[config.mk]
export PLATFORM = sky130hd
export DESIGN_NAME = mem_arbiter
export DESIGN_NICKNAME = d
export VERILOG_FILES = /design/src/rtl/mem_arbiter.sv
export SDC_FILE = /design/constraint.sdc
export NUM_CORES = 1
export LEC_CHECK = 0
export CAP_MARGIN = 15
export CORE_AREA = 5 5 639 641
export DETAILED_ROUTE_END_ITERATION = 10
export DIE_AREA = 0 0 644 646
export MAX_ROUTING_LAYER = met4
export PLACE_DENSITY_LB_ADDON = 0.12
export RECOVER_POWER = 100
export SYNTH_ARGS = -nofsm -noshare
export SYNTH_HDL_FRONTEND = slang
export SYNTH_SLANG_ARGS = --single-unit
export TNS_END_PERCENT = 1
[constraint.sdc]
create_clock -name clk_i -period 2.6 [get_ports clk_i]
set_input_delay 0.39 -clock clk_i [delete_from_list [all_inputs] [get_ports clk_i]]
set_output_delay 0.39 -clock clk_i [all_outputs]
set_load 0.01 [all_outputs]
[src/rtl/mem_arbiter.sv]
// Two-port arbiter in front of a single line-wide memory port.
// A winner's request is latched at grant and held on the memory port until mem_ack_i.
module mem_arbiter #(
  parameter int ADDR_W     = 32,
  parameter int DATA_W     = 256,
  parameter int FIXED_PRIO = 0
) (
  input  logic              clk_i,
  input  logic              rst_i,
  input  logic              p0_enable_i,
  input  logic              p0_write_i,
  input  logic [ADDR_W-1:0] p0_addr_i,
  input  logic [DATA_W-1:0] p0_data_i,
  output logic              p0_ack_o,
  output logic [DATA_W-1:0] p0_data_o,
  input  logic              p1_enable_i,
  input  logic              p1_write_i,
  input  logic [ADDR_W-1:0] p1_addr_i,
  input  logic [DATA_W-1:0] p1_data_i,
  output logic              p1_ack_o,
  output logic [DATA_W-1:0] p1_data_o,
  output logic              mem_enable_o,
  output logic              mem_write_o,
  output logic [ADDR_W-1:0] mem_addr_o,
  output logic [DATA_W-1:0] mem_data_o,
  input  logic              mem_ack_i,
  input  logic [DATA_W-1:0] mem_data_i,
  output logic              busy_o,
  output logic              grant_o
);

  typedef enum logic [1:0] {
    IDLE = 2'd0,
    BUSY = 2'd1,
    DONE = 2'd2
  } state_t;

  state_t            state;
  logic              grant;
  logic              last;
  logic              winner;
  logic              mem_enable;
  logic              mem_write;
  logic [ADDR_W-1:0] mem_addr;
  logic [DATA_W-1:0] mem_data;

  // On a tie, round-robin favours the port that did not win last time.
  always_comb begin
    winner = 1'b0;
    if (p0_enable_i && p1_enable_i) begin
      winner = (FIXED_PRIO != 0) ? 1'b0 : !last;
    end else if (p1_enable_i) begin
      winner = 1'b1;
    end
  end

  always_ff @(posedge clk_i or negedge rst_i) begin
    if (!rst_i) begin
      state      <= IDLE;
      grant      <= 1'b0;
      last       <= 1'b1;
      mem_enable <= 1'b0;
      mem_write  <= 1'b0;
      mem_addr   <= '0;
      mem_data   <= '0;
    end else begin
      case (state)
        IDLE: begin
          if (p0_enable_i || p1_enable_i) begin
            grant      <= winner;
            last       <= winner;
            mem_enable <= 1'b1;
            mem_write  <= winner ? p1_write_i : p0_write_i;
            mem_addr   <= winner ? p1_addr_i  : p0_addr_i;
            mem_data   <= winner ? p1_data_i  : p0_data_i;
            state      <= BUSY;
          end
        end
        BUSY: begin
          if (mem_ack_i) begin
            mem_enable <= 1'b0;
            state      <= DONE;
          end
        end
        DONE: begin
          state <= IDLE;
        end
        default: begin
          mem_enable <= 1'b0;
          state      <= IDLE;
        end
      endcase
    end
  end

  // Ack is combinational so the winner sees it in the same cycle as mem_ack_i.
  assign p0_ack_o     = mem_ack_i && (state == BUSY) && !grant;
  assign p1_ack_o     = mem_ack_i && (state == BUSY) && grant;
  assign p0_data_o    = mem_data_i;
  assign p1_data_o    = mem_data_i;
  assign mem_enable_o = mem_enable;
  assign mem_write_o  = mem_write;
  assign mem_addr_o   = mem_addr;
  assign mem_data_o   = mem_data;
  assign busy_o       = (state == BUSY);
  assign grant_o      = grant;

endmodule

==> results.json, run 1 <==
{
  "status": "finished clean",
  "cp-start-kind": "flip-flop",
  "synthMuxAreaShare": 0.3580,
  "syn_nets": 2303,
  "crit_chain": "nor2b_2 -> dlygate4sd3_1",
  "critical_path_arrival_ns": 1.93,
  "critPathMaxStageDelay_ns": 0.65,
  "cts_tree": "done",
  "yosysTopAreaCellShare": 0.4033,
  "period_share": 0.8935,
  "hold_violations": 0,
  "drc": 0,
  "ys_top_cells_by_area": "dfrtp_1 (40%), mux2_2 (30%), buf_4 (21%)",
  "endpoint_kind": "output port",
  "clock-sinks": 294,
  "grt_max_degree": 70,
  "grt.total_usage": 0.08063,
  "multiInputGateArea_um2": 6614,
  "dieArea_um2": 416000,
  "htree_levels": 2,
  "port_buffers": 876,
  "r2r_start": "state[1]$_DFFE_PN0P_",
  "nNetsFinal": 2714,
  "clk_path_buf_depth": 3,
  "timing.final.max_slew_violations": 0,
  "criticalPathCategory": "reg -> out",
  "worst-r2r-setup-slack_ns": 0.32,
  "fmax_mhz": 430.4,
  "rsz0062_at_grt": "false",
  "initial_core_util": 0.04525,
  "crit_end": "busy_o",
  "setup_viol": 0,
  "dr_total_vias": 13130,
  "rr_worst_depth": 6,
  "startpoint": "state[0]$_DFFE_PN0P_",
  "die-width_um": 644,
  "gp_congestion": 0.7386,
  "final.setup_skew_ns": 0.08799,
  "drt-total-wl_mm": 170.6,
  "synth-seq-area-share": 0.4047,
  "required_ns": 2.21,
  "synth_xor_area_frac": 0,
  "tns_ns": 0,
  "worstMarginPinSlew_ns": 1.277,
  "drt_iter0_drc": 358,
  "syn_area_um2": 18180,
  "whs_path_depth": 2,
  "netlist-cell-type-count": 21,
  "globalRouteOverflowTotal": 0,
  "pin_count": 1645,
  "layout-drive-gt1-share": 0.3143,
  "slowest_stage": "dlygate4sd3_1",
  "final_antenna_net_count": 0,
  "wire_per_inst_um": 23.48,
  "cts_root_buffer": "clkbuf_16",
  "row_count": 233,
  "finish.instance_area_um2": 31770,
  "cp_max_fo": 4,
  "viasPerCell": 1.808,
  "synth_seq_cells": 294,
  "synth_top_family_by_area": "multiplexers",
  "peakVddDrop_mv": 0.5777,
  "numCtsBuffers": 51,
  "area_delta_synth_final_pct": 74.73,
  "yosysWarningCount": 0,
  "leakagePower_nw": 10.47,
  "seqCellArea_um2": 7358,
  "period_minus_slack_ns": 2.323,
  "chipHeight_um": 646,
  "clk_pin_slew_worst_paths_ns": 0.05,
  "hold_path.class": "in -> reg",
  "antenna_found_initial": 129,
  "synth-simple-area-share": 0.002271,
  "coreArea_um2": 401700,
  "postSynthCellCount": 1464,
  "slew_headroom": 0.1486,
  "fill_cells": 46580,
  "placed_area_um2": 30140,
  "grt_pass1_wl_mm": 204.7,
  "synth_compound_area_frac": 0.002409,
  "first_global_vias": 14590,
  "dp_hpwl_mm": 147.6,
  "firstDrtPassIters": 4,
  "powerDensity_nw_per_um2": 912.8,
  "synth_area_per_cell_um2": 12.42,
  "drv_cap": 0,
  "synthAdderAreaFrac": 0,
  "cts_setup_buffers": 0,
  "r2r-end": "mem_data_o[94]$_DFFE_PN0P_",
  "insertion_delay_ns": 0.75,
  "synth_top_area_cell": "dfrtp_1"
}
kinds of logic after synthesis:
| kind of cell | Yosys count |
|---|---|
| muxes | 578 |
| buffers and inverters | 577 |
| DFF | 294 |
| and+or+nand+nor | 8 |
| AOI/OAI and AO/OA | 7 |
critical path, delay by kind of cell, from the launching register on:
kind | cells | cell delay, ns
buffers and inverters | 1 | 0.65
flip-flops | 1 | 0.39
AND/OR/NAND/NOR | 1 | 0.21
power breakdown:
part	switching [W]	internal (W)	total, W
Clock	0.00308	0.00413	0.00721
Combinational	0.00636	0.00725	0.0136
Sequential	0.00121	0.00697	0.00818
metal layers:
metal  GRT usage  routed length, um  vias to the layer above
li1            -                  -                     5419
met1     0.07172              52930                     6278
met2      0.1312              82010                     1106
met3     0.06061              28520                      326
met4     0.02893               7094                        0
met5           -                  0                        -
worst min path at each step:
stage / start / endpoint / slack [ns]
after floorplan: rst_i / grant_o$_DFFE_PN0P_ / 0.09
after global placement: rst_i / mem_data_o[77]$_DFFE_PN0P_ / 0.35
after detailed placement: rst_i / mem_data_o[93]$_DFFE_PN0P_ / 0.35
after CTS: rst_i / mem_data_o[93]$_DFFE_PN0P_ / 0.10
after global routing: p1_data_i[14] / mem_data_o[14]$_DFFE_PN0P_ / 0.30
final: mem_ack_i / state[0]$_DFFE_PN0P_ / 0.37
layout make-up:
type	instances	share of cell area
antenna	64	0.005042
clock buffer	81	0.04719
clock inverter	9	0.005042
inverter	1	0.0001182
multi-input combinational	593	0.2082
sequential	294	0.2316
tap	5287	0.2082
timing repair buffer	934	0.2945
metrics by stage:
step	utilization	worst slack [ns]	power, W	cells	hold WS, ns
floorplan	-	0.7632	0.01481	1464	0.09441
global placement	0.07502	0.03342	0.02378	7108	0.3470
detailed placement	0.07502	0.03783	0.02370	7108	0.3466
CTS	0.07918	0.06741	0.03161	7199	0.1041
global route	0.07897	0.06506	0.03100	7247	0.3023
finish	0.07907	0.2768	0.02899	7263	0.3666
state kept, by name (all words and copies together) (netlist names):
signal	count
mem_data_o	256
mem_addr_o	32
last	1
state	2
mem_enable_o	1
grant_o	1
mem_write_o	1
cell usage after synthesis:
cell and count:
a21bo_2 1, a21o_1 1, a21oi_1 1, a31oi_1 1, and2_1 1, and3_1 1, buf_2 40, buf_4 512
buf_6 12, clkbuf_1 12, dfrtp_1 293, dfstp_2 1, inv_1 1, mux2_1 99, mux2_2 479, nand2_1 2
nor2_1 1, nor2b_1 2, nor3_1 1, o21ai_0 2, o21ai_1 1
layout by cell type (no fill, tap or decap):
| cell | synthesis | layout |
|---|---|---|
| diode_2 | 0 | 64 |
| dlygate4sd2_1 | 0 | 1 |
| nor2_1 | 1 | 1 |
| nand2_1 | 2 | 2 |
| a21o_1 | 1 | 1 |
| and3_1 | 1 | 1 |
| a21oi_1 | 1 | 1 |
| mux2_2 | 479 | 479 |
| inv_1 | 1 | 1 |
| clkbuf_4 | 0 | 5 |
| a21bo_4 | 0 | 1 |
| and2_0 | 0 | 1 |
| buf_6 | 12 | 4 |
| buf_12 | 0 | 16 |
| buf_2 | 40 | 1 |
| nor2b_1 | 2 | 1 |
| clkinv_4 | 0 | 1 |
| nor3_1 | 1 | 1 |
| clkbuf_16 | 0 | 51 |
| o21ai_0 | 2 | 2 |
| a31oi_1 | 1 | 1 |
| clkinv_8 | 0 | 1 |
| dfstp_2 | 1 | 1 |
| mux2_1 | 99 | 99 |
| clkbuf_1 | 12 | 31 |
| clkinv_2 | 0 | 3 |
| bufinv_16 | 0 | 2 |
| clkbuf_8 | 0 | 11 |
| clkbuf_2 | 0 | 5 |
| nor2b_2 | 0 | 1 |
| o21ai_4 | 0 | 1 |
| buf_4 | 512 | 16 |
| dlygate4sd3_1 | 0 | 293 |
| clkdlybuf4s50_1 | 0 | 581 |
| dfrtp_1 | 293 | 293 |
| clkinv_16 | 0 | 2 |
repair_timing:
item                                    CTS  global route
hold buffers                              1             0
endpoints found under the setup margin    1             0
resized for setup                         2             0
hold endpoints to repair                144             0
Power figures use the tool's default switching activity.
==> inputs of run 2 (changes only) <==
--- a/config.mk
+++ b/config.mk
@@ -6,9 +6,9 @@
 export NUM_CORES = 1
 export LEC_CHECK = 0
 export CAP_MARGIN = 15
-export CORE_AREA = 5 5 639 641
+export CORE_AREA = 5 5 638 640
 export DETAILED_ROUTE_END_ITERATION = 10
-export DIE_AREA = 0 0 644 646
+export DIE_AREA = 0 0 643 645
 export MAX_ROUTING_LAYER = met4
 export PLACE_DENSITY_LB_ADDON = 0.12
 export RECOVER_POWER = 100
==> constraint.sdc (replaced) <==
create_clock -name clk_i -period 2.8 [get_ports clk_i]
set_input_delay 0.42 -clock clk_i [delete_from_list [all_inputs] [get_ports clk_i]]
set_output_delay 0.42 -clock clk_i [all_outputs]
set_load 0.01 [all_outputs]
==> results.json, run 2 (synthesis results as in run 1) <==
{
  "initial_core_util": 0.04535,
  "failed_checks": "max-capacitance violations, max-slew violations",
  "largest_register_ff_count": 256,
  "gp_congestion": 0.7446,
  "antenna_found_initial": 127,
  "dp_hpwl_mm": 146.2,
  "htree_levels": 2,
  "use_met1": 0.07168,
  "grt_max_degree": 94,
  "final_util": 0.07906,
  "multiInputGateArea_um2": 6600,
  "drv_cap": 1,
  "pin_count": 1645,
  "wire_per_inst_um": 23.64,
  "cts_tree": "done",
  "leakagePower_nw": 10.47,
  "cp-start-kind": "primary input",
  "clk_pin_slew_worst_paths_ns": 0.06,
  "firstDrtPassIters": 4,
  "row_count": 233,
  "post-place-ws_ns": -0.06166,
  "critical_path_arrival_ns": 3.17,
  "fill_cells": 46320,
  "insertion_delay_ns": 0.73,
  "finalPower_w": 0.02710,
  "endpoint_kind": "flip-flop",
  "dr_total_vias": 13220,
  "cp_max_fo": 33,
  "nNetsFinal": 2695,
  "area_delta_synth_final_pct": 74.32,
  "setup_viol": 0,
  "final_antenna_net_count": 0,
  "grt.total_usage": 0.08117,
  "slowest_stage": "o21ai_0",
  "rsz0062_at_grt": "false",
  "status": "finished, violations left",
  "crit_family": "buffers and inverters",
  "period_share": 0.9206,
  "grt_pass1_wl_mm": 205.5,
  "cts_root_buffer": "clkbuf_16",
  "drc": 0,
  "die-width_um": 643,
  "viasPerCell": 1.827,
  "first_global_vias": 14390,
  "coreArea_um2": 400900,
  "final.setup_skew_ns": 0.06750,
  "clk_path_buf_depth": 3,
  "fmax_mhz": 387.9,
  "crit_chain": "clkdlybuf4s50_1 -> o21ai_0 -> buf_12 -> clkbuf_4 -> mux2_2",
  "port_buffers": 876,
  "peakVddDrop_mv": 0.4755,
  "cp_num_buf_inv": 3,
  "cts_setup_buffers": 0,
  "layout-drive-gt1-share": 0.3161,
  "hold_path.class": "in -> reg",
  "critPathMaxStageDelay_ns": 0.89,
  "grt_use_met2": 0.1358,
  "numCtsBuffers": 54,
  "hold_violations": 0,
  "dieArea_um2": 414700,
  "finalWorstSetupSlack_ns": 0.2223,
  "chipHeight_um": 645,
  "worstMarginPinSlew_ns": 2.010,
  "globalRouteOverflowTotal": 0,
  "slew_headroom": -0.3397,
  "period_minus_slack_ns": 2.578,
  "final_common_cell": "clkdlybuf4s50_1",
  "drt-total-wl_mm": 171.1,
  "final_cell_mix": "clkdlybuf4s50_1 (581), mux2_2 (479), dfrtp_1 (293), dlygate4sd3_1 (293), mux2_1 (99)",
  "drt_iter0_drc": 495,
  "timing.final.max_slew_violations": 36,
  "clock-sinks": 294,
  "required_ns": 3.39,
  "powerDensity_nw_per_um2": 855.0,
  "criticalPathCategory": "in -> reg",
  "seqCellArea_um2": 7358,
  "global_route.usage.met3": 0.05653,
  "top_usage_layer": "met2"
}
[run 2: report_power, final]
part / internal [W] / total (W) / switching, W / leakage [nW]
Sequential: 0.00647 / 0.00755 / 0.00108 / 3.44
Combinational: 0.00667 / 0.0125 / 0.00582 / 6.15
Clock: 0.00409 / 0.00706 / 0.00297 / 0.882
Total: 0.0172 / 0.0271 / 0.00987 / 10.5
[run 2: layout make-up]
class	count	area share
Timing Repair Buffer	912	0.2902
Sequential cell	294	0.2322
Tap cell	5287	0.2087
Multi-Input combinational cell	593	0.2083
Clock buffer	85	0.05168
Clock inverter	13	0.004896
Antenna cell	50	0.003948
Inverter	1	0.0001184
[run 2: worst paths after layout]
check	from	to	slack, ns	cells after the start
setup / recovery	p0_enable_i	mem_data_o[125]$_DFFE_PN0P_	0.22	5
hold / removal	p1_enable_i	last$_DFFE_PN1P_	0.34	3
setup reg to reg	state[1]$_DFFE_PN0P_	mem_data_o[210]$_DFFE_PN0P_	0.34	5
hold reg to reg	mem_enable_o$_DFFE_PN0P_	mem_enable_o$_DFFE_PN0P_	0.49	2
max in group asynchronous	rst_i	mem_data_o[242]$_DFFE_PN0P_	0.62	3
min in group asynchronous	rst_i	mem_data_o[97]$_DFFE_PN0P_	0.81	2
[run 2: stage by stage]
stage | setup TNS, ns | hold slack, ns | std cells | area [um^2]
6_report | 0 | 0.3359 | 7235 | 31690
5_1_grt | 0 | 0.3094 | 7228 | 31670
4_1_cts | 0 | 0.1719 | 7185 | 31660
3_5_place_dp | -2.262 | 0.4658 | 7086 | 29860
3_3_place_gp | -1.661 | 0.4568 | 7086 | 29860
2_1_floorplan | 0 | 0.1244 | 1464 | 18180
[run 2: timing repair]
| action | CTS | global route |
|---|---|---|
| hold buffers | 1 | 0 |
| setup endpoints to repair | 1 | 0 |
| hold endpoints to repair | 29 | 0 |
| resized for setup | 1 | 0 |
[run 2: worst register-to-register path, cell delays in order (launching register included)]
cell	delay, ns
dfrtp_1	0.40
nor2_1	0.15
buf_4	0.22
o21ai_0	0.41
buf_12	0.34
mux2_2	0.82
[run 2: per-layer routing]
layer  wire length, um  part of all wire  vias up
met2             84510              0.49     1170
met3             26320              0.15      342
met4              7307             0.043        0
met5                 0                 0        -
met1             52920              0.31     6328
li1                  -                 -     5376
